<file path="config.mk">
export PLATFORM = sky130hd
export DESIGN_NAME = unidade_controle_rodadas
export DESIGN_NICKNAME = d
export VERILOG_FILES = /design/src/rtl/unidade_controle_rodadas_pkg.sv /design/src/rtl/unidade_controle_rodadas.sv
export SDC_FILE = /design/constraint.sdc
export NUM_CORES = 1
export LEC_CHECK = 0
export ABC_CLOCK_PERIOD_IN_PS = 1900
export CAP_MARGIN = 30
export CORE_AREA = 4 4 41 43
export CTS_CLUSTER_DIAMETER = 60
export DETAILED_ROUTE_END_ITERATION = 7
export DIE_AREA = 0 0 45 47
export DONT_BUFFER_PORTS = 1
export GPL_TIMING_DRIVEN = 0
export PLACE_DENSITY = 0.53
export SKIP_CTS_REPAIR_TIMING = 1
export SLEW_MARGIN = 5
export SYNTH_ARGS = -nofsm -noshare
export SYNTH_HDL_FRONTEND = slang
export SYNTH_SLANG_ARGS = --single-unit
</file>
<file path="constraint.sdc">
create_clock -name clock -period 1.9 [get_ports clock]
set_clock_uncertainty 0.05 [all_clocks]
set_input_delay 0.38 -clock clock [delete_from_list [all_inputs] [get_ports clock]]
set_output_delay 0.38 -clock clock [all_outputs]
set_load 0.05 [all_outputs]
</file>
<file path="src/rtl/unidade_controle_rodadas_pkg.sv">
// State codes and state type for the round controller of the memory game.
// The 4-bit codes are the same ones that the seven-segment debug display shows.
package unidade_controle_rodadas_pkg;

  localparam logic [3:0] COD_INICIAL       = 4'h0;
  localparam logic [3:0] COD_PREPARA       = 4'h1;
  localparam logic [3:0] COD_INICIO_RODADA = 4'h2;
  localparam logic [3:0] COD_LEDS_ON       = 4'h3;
  localparam logic [3:0] COD_LEDS_OFF      = 4'h4;
  localparam logic [3:0] COD_PROX_LED      = 4'h5;
  localparam logic [3:0] COD_PREP_JOGADA   = 4'h6;
  localparam logic [3:0] COD_ESPERA        = 4'h7;
  localparam logic [3:0] COD_REGISTRA      = 4'h8;
  localparam logic [3:0] COD_COMPARA       = 4'h9;
  localparam logic [3:0] COD_PROX_JOGADA   = 4'hA;
  localparam logic [3:0] COD_PROX_RODADA   = 4'hB;
  localparam logic [3:0] COD_FIM_ACERTO    = 4'hC;
  localparam logic [3:0] COD_FIM_TIMEOUT   = 4'hD;
  localparam logic [3:0] COD_FIM_ERRO      = 4'hE;

  typedef enum logic [3:0] {
    INICIAL       = COD_INICIAL,
    PREPARA       = COD_PREPARA,
    INICIO_RODADA = COD_INICIO_RODADA,
    LEDS_ON       = COD_LEDS_ON,
    LEDS_OFF      = COD_LEDS_OFF,
    PROX_LED      = COD_PROX_LED,
    PREP_JOGADA   = COD_PREP_JOGADA,
    ESPERA        = COD_ESPERA,
    REGISTRA      = COD_REGISTRA,
    COMPARA       = COD_COMPARA,
    PROX_JOGADA   = COD_PROX_JOGADA,
    PROX_RODADA   = COD_PROX_RODADA,
    FIM_ACERTO    = COD_FIM_ACERTO,
    FIM_TIMEOUT   = COD_FIM_TIMEOUT,
    FIM_ERRO      = COD_FIM_ERRO
  } estado_t;

endpackage

</file>
<file path="src/rtl/unidade_controle_rodadas.sv">
// Moore round controller for the memory game: replays the sequence on the LEDs,
// then collects and checks the player's moves, growing the sequence each round.
module unidade_controle_rodadas
  import unidade_controle_rodadas_pkg::*;
#(
  parameter bit REPLAY_ALL = 1'b1
) (
  input  logic       clock,
  input  logic       reset,
  input  logic       iniciar,
  input  logic       fimS,
  input  logic       fimLedsOn,
  input  logic       fimLedsOff,
  input  logic       timeout,
  input  logic       enderecoIgualSequencia,
  input  logic       tem_jogada,
  input  logic       jogadaIgualMemoria,
  output logic       zeraE,
  output logic       contaE,
  output logic       zeraS,
  output logic       contaS,
  output logic       zeraR,
  output logic       registraR,
  output logic       estado_espera,
  output logic       estado_ledsOn,
  output logic       estado_ledsOff,
  output logic       acertou,
  output logic       errou,
  output logic       pronto,
  output logic [3:0] db_estado
);

  estado_t estado, proximo;

  always_ff @(posedge clock or negedge reset) begin
    if (!reset) estado <= INICIAL;
    else        estado <= proximo;
  end

  // Outputs depend on the state only; the unused code 0xF falls back to INICIAL.
  always_comb begin
    proximo        = INICIAL;
    zeraE          = 1'b0;
    contaE         = 1'b0;
    zeraS          = 1'b0;
    contaS         = 1'b0;
    zeraR          = 1'b0;
    registraR      = 1'b0;
    estado_espera  = 1'b0;
    estado_ledsOn  = 1'b0;
    estado_ledsOff = 1'b0;
    acertou        = 1'b0;
    errou          = 1'b0;
    pronto         = 1'b0;
    db_estado      = estado;
    case (estado)
      INICIAL: proximo = iniciar ? PREPARA : INICIAL;
      PREPARA: begin
        zeraE   = 1'b1;
        zeraS   = 1'b1;
        zeraR   = 1'b1;
        proximo = INICIO_RODADA;
      end
      // Show-only-new mode keeps E where the last round left it (S-1, or 0 after
      // PREPARA), so stepping through PROX_LED until E==S lands on position S.
      INICIO_RODADA: begin
        zeraE = REPLAY_ALL;
        zeraR = 1'b1;
        if (REPLAY_ALL || enderecoIgualSequencia) proximo = LEDS_ON;
        else                                      proximo = PROX_LED;
      end
      LEDS_ON: begin
        estado_ledsOn = 1'b1;
        proximo       = fimLedsOn ? LEDS_OFF : LEDS_ON;
      end
      LEDS_OFF: begin
        estado_ledsOff = 1'b1;
        if (!fimLedsOff)                 proximo = LEDS_OFF;
        else if (enderecoIgualSequencia) proximo = PREP_JOGADA;
        else                             proximo = PROX_LED;
      end
      PROX_LED: begin
        contaE  = 1'b1;
        proximo = LEDS_ON;
      end
      PREP_JOGADA: begin
        zeraE   = 1'b1;
        zeraR   = 1'b1;
        proximo = ESPERA;
      end
      ESPERA: begin
        estado_espera = 1'b1;
        if (tem_jogada)   proximo = REGISTRA;
        else if (timeout) proximo = FIM_TIMEOUT;
        else              proximo = ESPERA;
      end
      REGISTRA: begin
        registraR = 1'b1;
        proximo   = COMPARA;
      end
      COMPARA: begin
        if (!jogadaIgualMemoria)          proximo = FIM_ERRO;
        else if (!enderecoIgualSequencia) proximo = PROX_JOGADA;
        else if (fimS)                    proximo = FIM_ACERTO;
        else                              proximo = PROX_RODADA;
      end
      PROX_JOGADA: begin
        contaE  = 1'b1;
        proximo = ESPERA;
      end
      PROX_RODADA: begin
        contaS  = 1'b1;
        proximo = INICIO_RODADA;
      end
      FIM_ACERTO: begin
        acertou = 1'b1;
        pronto  = 1'b1;
        proximo = iniciar ? PREPARA : FIM_ACERTO;
      end
      FIM_TIMEOUT: begin
        errou   = 1'b1;
        pronto  = 1'b1;
        proximo = iniciar ? PREPARA : FIM_TIMEOUT;
      end
      FIM_ERRO: begin
        errou   = 1'b1;
        pronto  = 1'b1;
        proximo = iniciar ? PREPARA : FIM_ERRO;
      end
      default: proximo = INICIAL;
    endcase
  end

endmodule

</file>
; ---- Yosys cells after proc, flatten, opt, wreduce, memory -nomap -nowiden
; Cells that the tools add are included.
[totals]
register_bits = 4
out_inout_bits = 16
wordCells = 47
[op_classes]
eq_ne = 14
reduce_logical = 8
muxes = 24
[op_table]
columns = op, n
row1 = $pmux 4 s12, 1
row2 = $eq 4x4->1 const B, 7
row3 = $mux 4, 5
row4 = $eq 4x3->1 const B, 4
row5 = $mux 1, 12
row6 = $mux 3, 4
row7 = $reduce_or 2->1, 5
row8 = $eq 4x2->1 const B, 2
row9 = $reduce_or 3->1, 2
row10 = $eq 4x1->1 const B, 1
row11 = $logic_not 4->1, 1
row12 = $mux 2, 2

; ---- Longest topological paths before layout
; Gate-level depths: netlist of the first run.
[depth]
depth_word = 4
mapped_depth = 5

; ---- Worst setup path before layout of the first run
; OpenSTA, ideal clock, no wires.
[synth_timing]
path_kind = register to output
startpoint = reg estado[2] (netlist: db_estado[2])
endpoint = out acertou
setup_slack_ps = -749
path_stages_with_launch = 5
arrival_ps = 2219
t_required_ps = 1470
path_cell_list = dfrtp_1 > buf_2 > buf_2 > nand2_1 > nor3_1
[synth_via]
elab_chain_len = 2
[synth_rtl]
columns = element, line_no
row1 = from (decl), unidade_controle_rodadas.sv:33  ; estado_t estado, proximo;
row2 = from (signal assigned), unidade_controle_rodadas.sv:37  ; else estado <= proximo;
row3 = $eq 4x4->1, unidade_controle_rodadas.sv:56  ; case (estado)
row4 = $mux 1, unidade_controle_rodadas.sv:56
row5 = to (decl), unidade_controle_rodadas.sv:27  ; output logic acertou,
; Every way passes these cells.

; ---- Worst setup path after layout of the first run
[layout_timing]
startpoint = reg estado[1] (netlist: db_estado[1])
endpoint = out zeraR
[layout_via]
elab_chain_len = 3
elab_cells_between_ends = 5
[layout_rtl]
columns = element, line_no
row1 = $eq 4x2->1 (tied with other cells), -
row2 = $reduce_or 3->1 (no source line) *, -
row3 = $mux 1 *, -
row4 = to (decl), unidade_controle_rodadas.sv:22  ; output logic zeraR,
; Mark *: on every way between the ends. The rest lies on a longest branch, timed or not.

==> reports/qor.log, run 1 <==
INFO  clocking       cts_made_buffers=3
INFO  sta            slew_at_the_pin_closest_to_its_max_slew_limit=800ps
INFO  setup_path     worstPathRequired=1470ps
INFO  die            core_area=1300um^2
INFO  die            floorplan.die_area=2120um^2
INFO  clocking       cts.reportedPaths.clkPinSlew=40ps
INFO  setup_path     crit-reg2reg-capture=db_estado[1]
INFO  outcome        violations=negative setup slack
INFO  clocking       clock_tree_from_tritoncts=done
INFO  routing        drt-pass1-iter-count=4
INFO  cells_and_area largest_register_ff_count=4
INFO  setup_path     critical_path.endpoint_type=primary output
INFO  clocking       clk_latency=230ps
INFO  cells_and_area fin_cells=90
INFO  routing        viasPerCell=6.01
INFO  routing        drt-initial-drc-count=6
INFO  worst_hold_path worst_hold_path.num_cells=2
INFO  synthesis      ys_seq_area_share=21.1%
INFO  clocking       cts.path.max_buffers=2
INFO  worst_hold_path hold_path_end=db_estado[2]
INFO  outcome        result_of_the_run=finished, violations left
INFO  global_route   grt_start_max_net_pins=11
INFO  synthesis      yosysWarningCount=0
INFO  sta            timing.setup.tns=-1840ps
INFO  global_route   grt_util_all_layers=14.2%
INFO  global_route   antenna_violations_before_repair=0
INFO  setup_path     crit-reg2reg-launch=db_estado[1]
INFO  setup_path     slowest_stage=dfrtp_4
INFO  setup_path     critPathMaxStageDelay=590ps
INFO  cells_and_area insertedDiodeCount=0
INFO  setup_path     critical_path_depth=4
INFO  die            start_util=36.4%
INFO  die            die-height=47um
INFO  cells_and_area post_route_cells_drive_above_1_share=49.3%
INFO  routing        wire_per_inst=16.7um
INFO  setup_path     crit_path_start_kind=register
INFO  setup_path     worst-path-buf-inv=1
INFO  sta            period_utilization_post_route=117%
INFO  sta            final_ws_setup=-321ps
INFO  worst_hold_path timing.hold.worst.class=in -> reg
INFO  routing        antenna_left=0
INFO  clocking       cts_root_buf=clkbuf_4
INFO  sta            timing.slew.headroom=46.4%
INFO  sta            setup_viol=12
INFO  worst_hold_path worst_hold_startpoint=fimLedsOn
INFO  synthesis      syn_area_per_cell=7.53um^2
INFO  placement      port_buffers=0
INFO  die            number_of_top_level_pins=26
INFO  sta            final-hold-violation-count=0
INFO  global_route   wire_length_of_the_first_global_routing_pass=2280um
INFO  setup_path     timing.reg2reg.worst_path_depth=3
INFO  setup_path     critPathTopFamily=flip-flops
INFO  global_route   global_route.overflow_total=0
INFO  cells_and_area final_nets=87
INFO  sta            achievable-frequency=450MHz
INFO  global_route   first_global_vias=497
INFO  die            fp-row-count=13
INFO  synthesis      synthDistinctLibCells=30
INFO  synthesis      syn_area=474um^2
INFO  clocking       ctsHtreeMaxLevel=1
INFO  routing        detail_route.drc_violations=0
INFO  sta            whs=264ps
INFO  sta            min_period=2220ps
INFO  synthesis      postSynthRegisterBits=4
INFO  placement      post-dp-hpwl=1030um
INFO  setup_path     worstPathCellList=nand2b_4 -> o21a_1 -> nor2_4 -> buf_6
INFO  setup_path     crit_fanout=7
INFO  clocking       cts.sink_count=4
INFO  setup_path     regToRegSetupSlack=0ps
INFO  run            max-cap-violations=0
INFO  synthesis      synthFlopType=dfrtp_1
INFO  synthesis      synth_async_sr_flop_share=100%
INFO  placement      placer_congestion=0.799
INFO  die            die_w=45um
INFO  sta            setup_repair_after_global_routing_missed_its_margin=true
INFO  cells_and_area area_delta_synth_final=66.5%
INFO  sta            timing_max_transition_violations_final=0
INFO  synthesis      synth_enable_flop_cells=0
INFO  routing        postRouteWirelength=1510um
INFO  synthesis      post_synth_inst_count=63
INFO  routing        via_count=541
INFO  setup_path     crit_type=reg -> out
INFO  placement      placedCellCount=78
INFO  setup_path     worst_ep_arrival_time=1790ps
INFO  synthesis      mappedNetlistNets=73
INFO  placement      dpl_worst_slack=-231ps
cell usage in the layout, fill, tap and decap left out, types with 3 or more instances in the layout:
cell      netlist  routed
a21oi_1         5       3
buf_4           1       6
buf_6           0       4
buf_8           0       3
clkbuf_4        0       3
dfrtp_4         0       3
nand2_1         5       3
nand2b_4        0       3
nor2_4          0       3
nor3_4          0       4
nor3b_1         3       3
metrics by stage:
step | instance area, um^2 | utilization [%]
4_1_cts | 631 | 48.5
2_1_floorplan | 589 | -
3_5_place_dp | 608 | 46.7
5_1_grt | 790 | 60.7
3_3_place_gp | 608 | 46.7
6_report | 790 | 60.7
cell usage after synthesis (all sizes together) (2+ instances only):
cell type  number  area, um^2
buf             6        32.5
nand3           2        10.0
a21oi           5        25.0
nor3b           3        22.5
or3b            2        17.5
dfrtp           4         100
nand4           2        12.5
nor2            4        15.0
nor3            4        20.0
and3b           2        17.5
nand2           5        18.8
o21ai           3        15.0
nand2b          5        31.3
nand3b          2        15.0
final cells by class:
cell class	instances	area (um^2)
buffer	6	71.3
timing repair buffer	9	83.8
sequential	4	113
clock buffer	3	22.5
fill	113	512
inverter	1	3.75
tap	15	18.8
multi-input combinational	52	477
worst max-delay path by stage:
| stage | from | to |
|---|---|---|
| final | db_estado[1] | zeraR |
| after global routing | db_estado[1] | zeraR |
| after CTS | db_estado[0] | zeraR |
| after detailed placement | db_estado[3] | pronto |
| after global placement | db_estado[1] | zeraR |
| after floorplan | db_estado[0] | zeraR |
cell families after synthesis:
kind of cell | Yosys count | share of synthesized area (%)
multiplexers | 1 | 2.11
AO/OA/AOI/OAI | 16 | 22.4
flip-flops | 4 | 21.1
AND/OR/NAND/NOR | 35 | 46.7
buffers and inverters | 7 | 7.65
routing by layer:
layer	up-vias	part of all wire (%)	track usage, %
li1	262	-	-
met1	257	45	19.6
met2	22	46	20.9
met3	0	9.3	6.90
met4	0	0	1.17
met5	-	0	0
Power of run 1 is not shown: default switching activity piles up to over one toggle a cycle in this logic, so the estimate is an artifact.
==> run 2, diff against run 1 <==
CTS_CLUSTER_SIZE = 24   (was unset)
SLEW_MARGIN = 20   (was 5)
==> results of run 2 <==
No change in the layout: final DEF, timing and power equal those of run 1.
Power of run 2 is left out for the same reason.
==> run 3, diff against run 2 <==
CAP_MARGIN = 10   (was 30)
==> results of run 3 <==
No change in the layout: final DEF, timing and power equal those of run 1.
Power of run 3 is left out for the same reason.
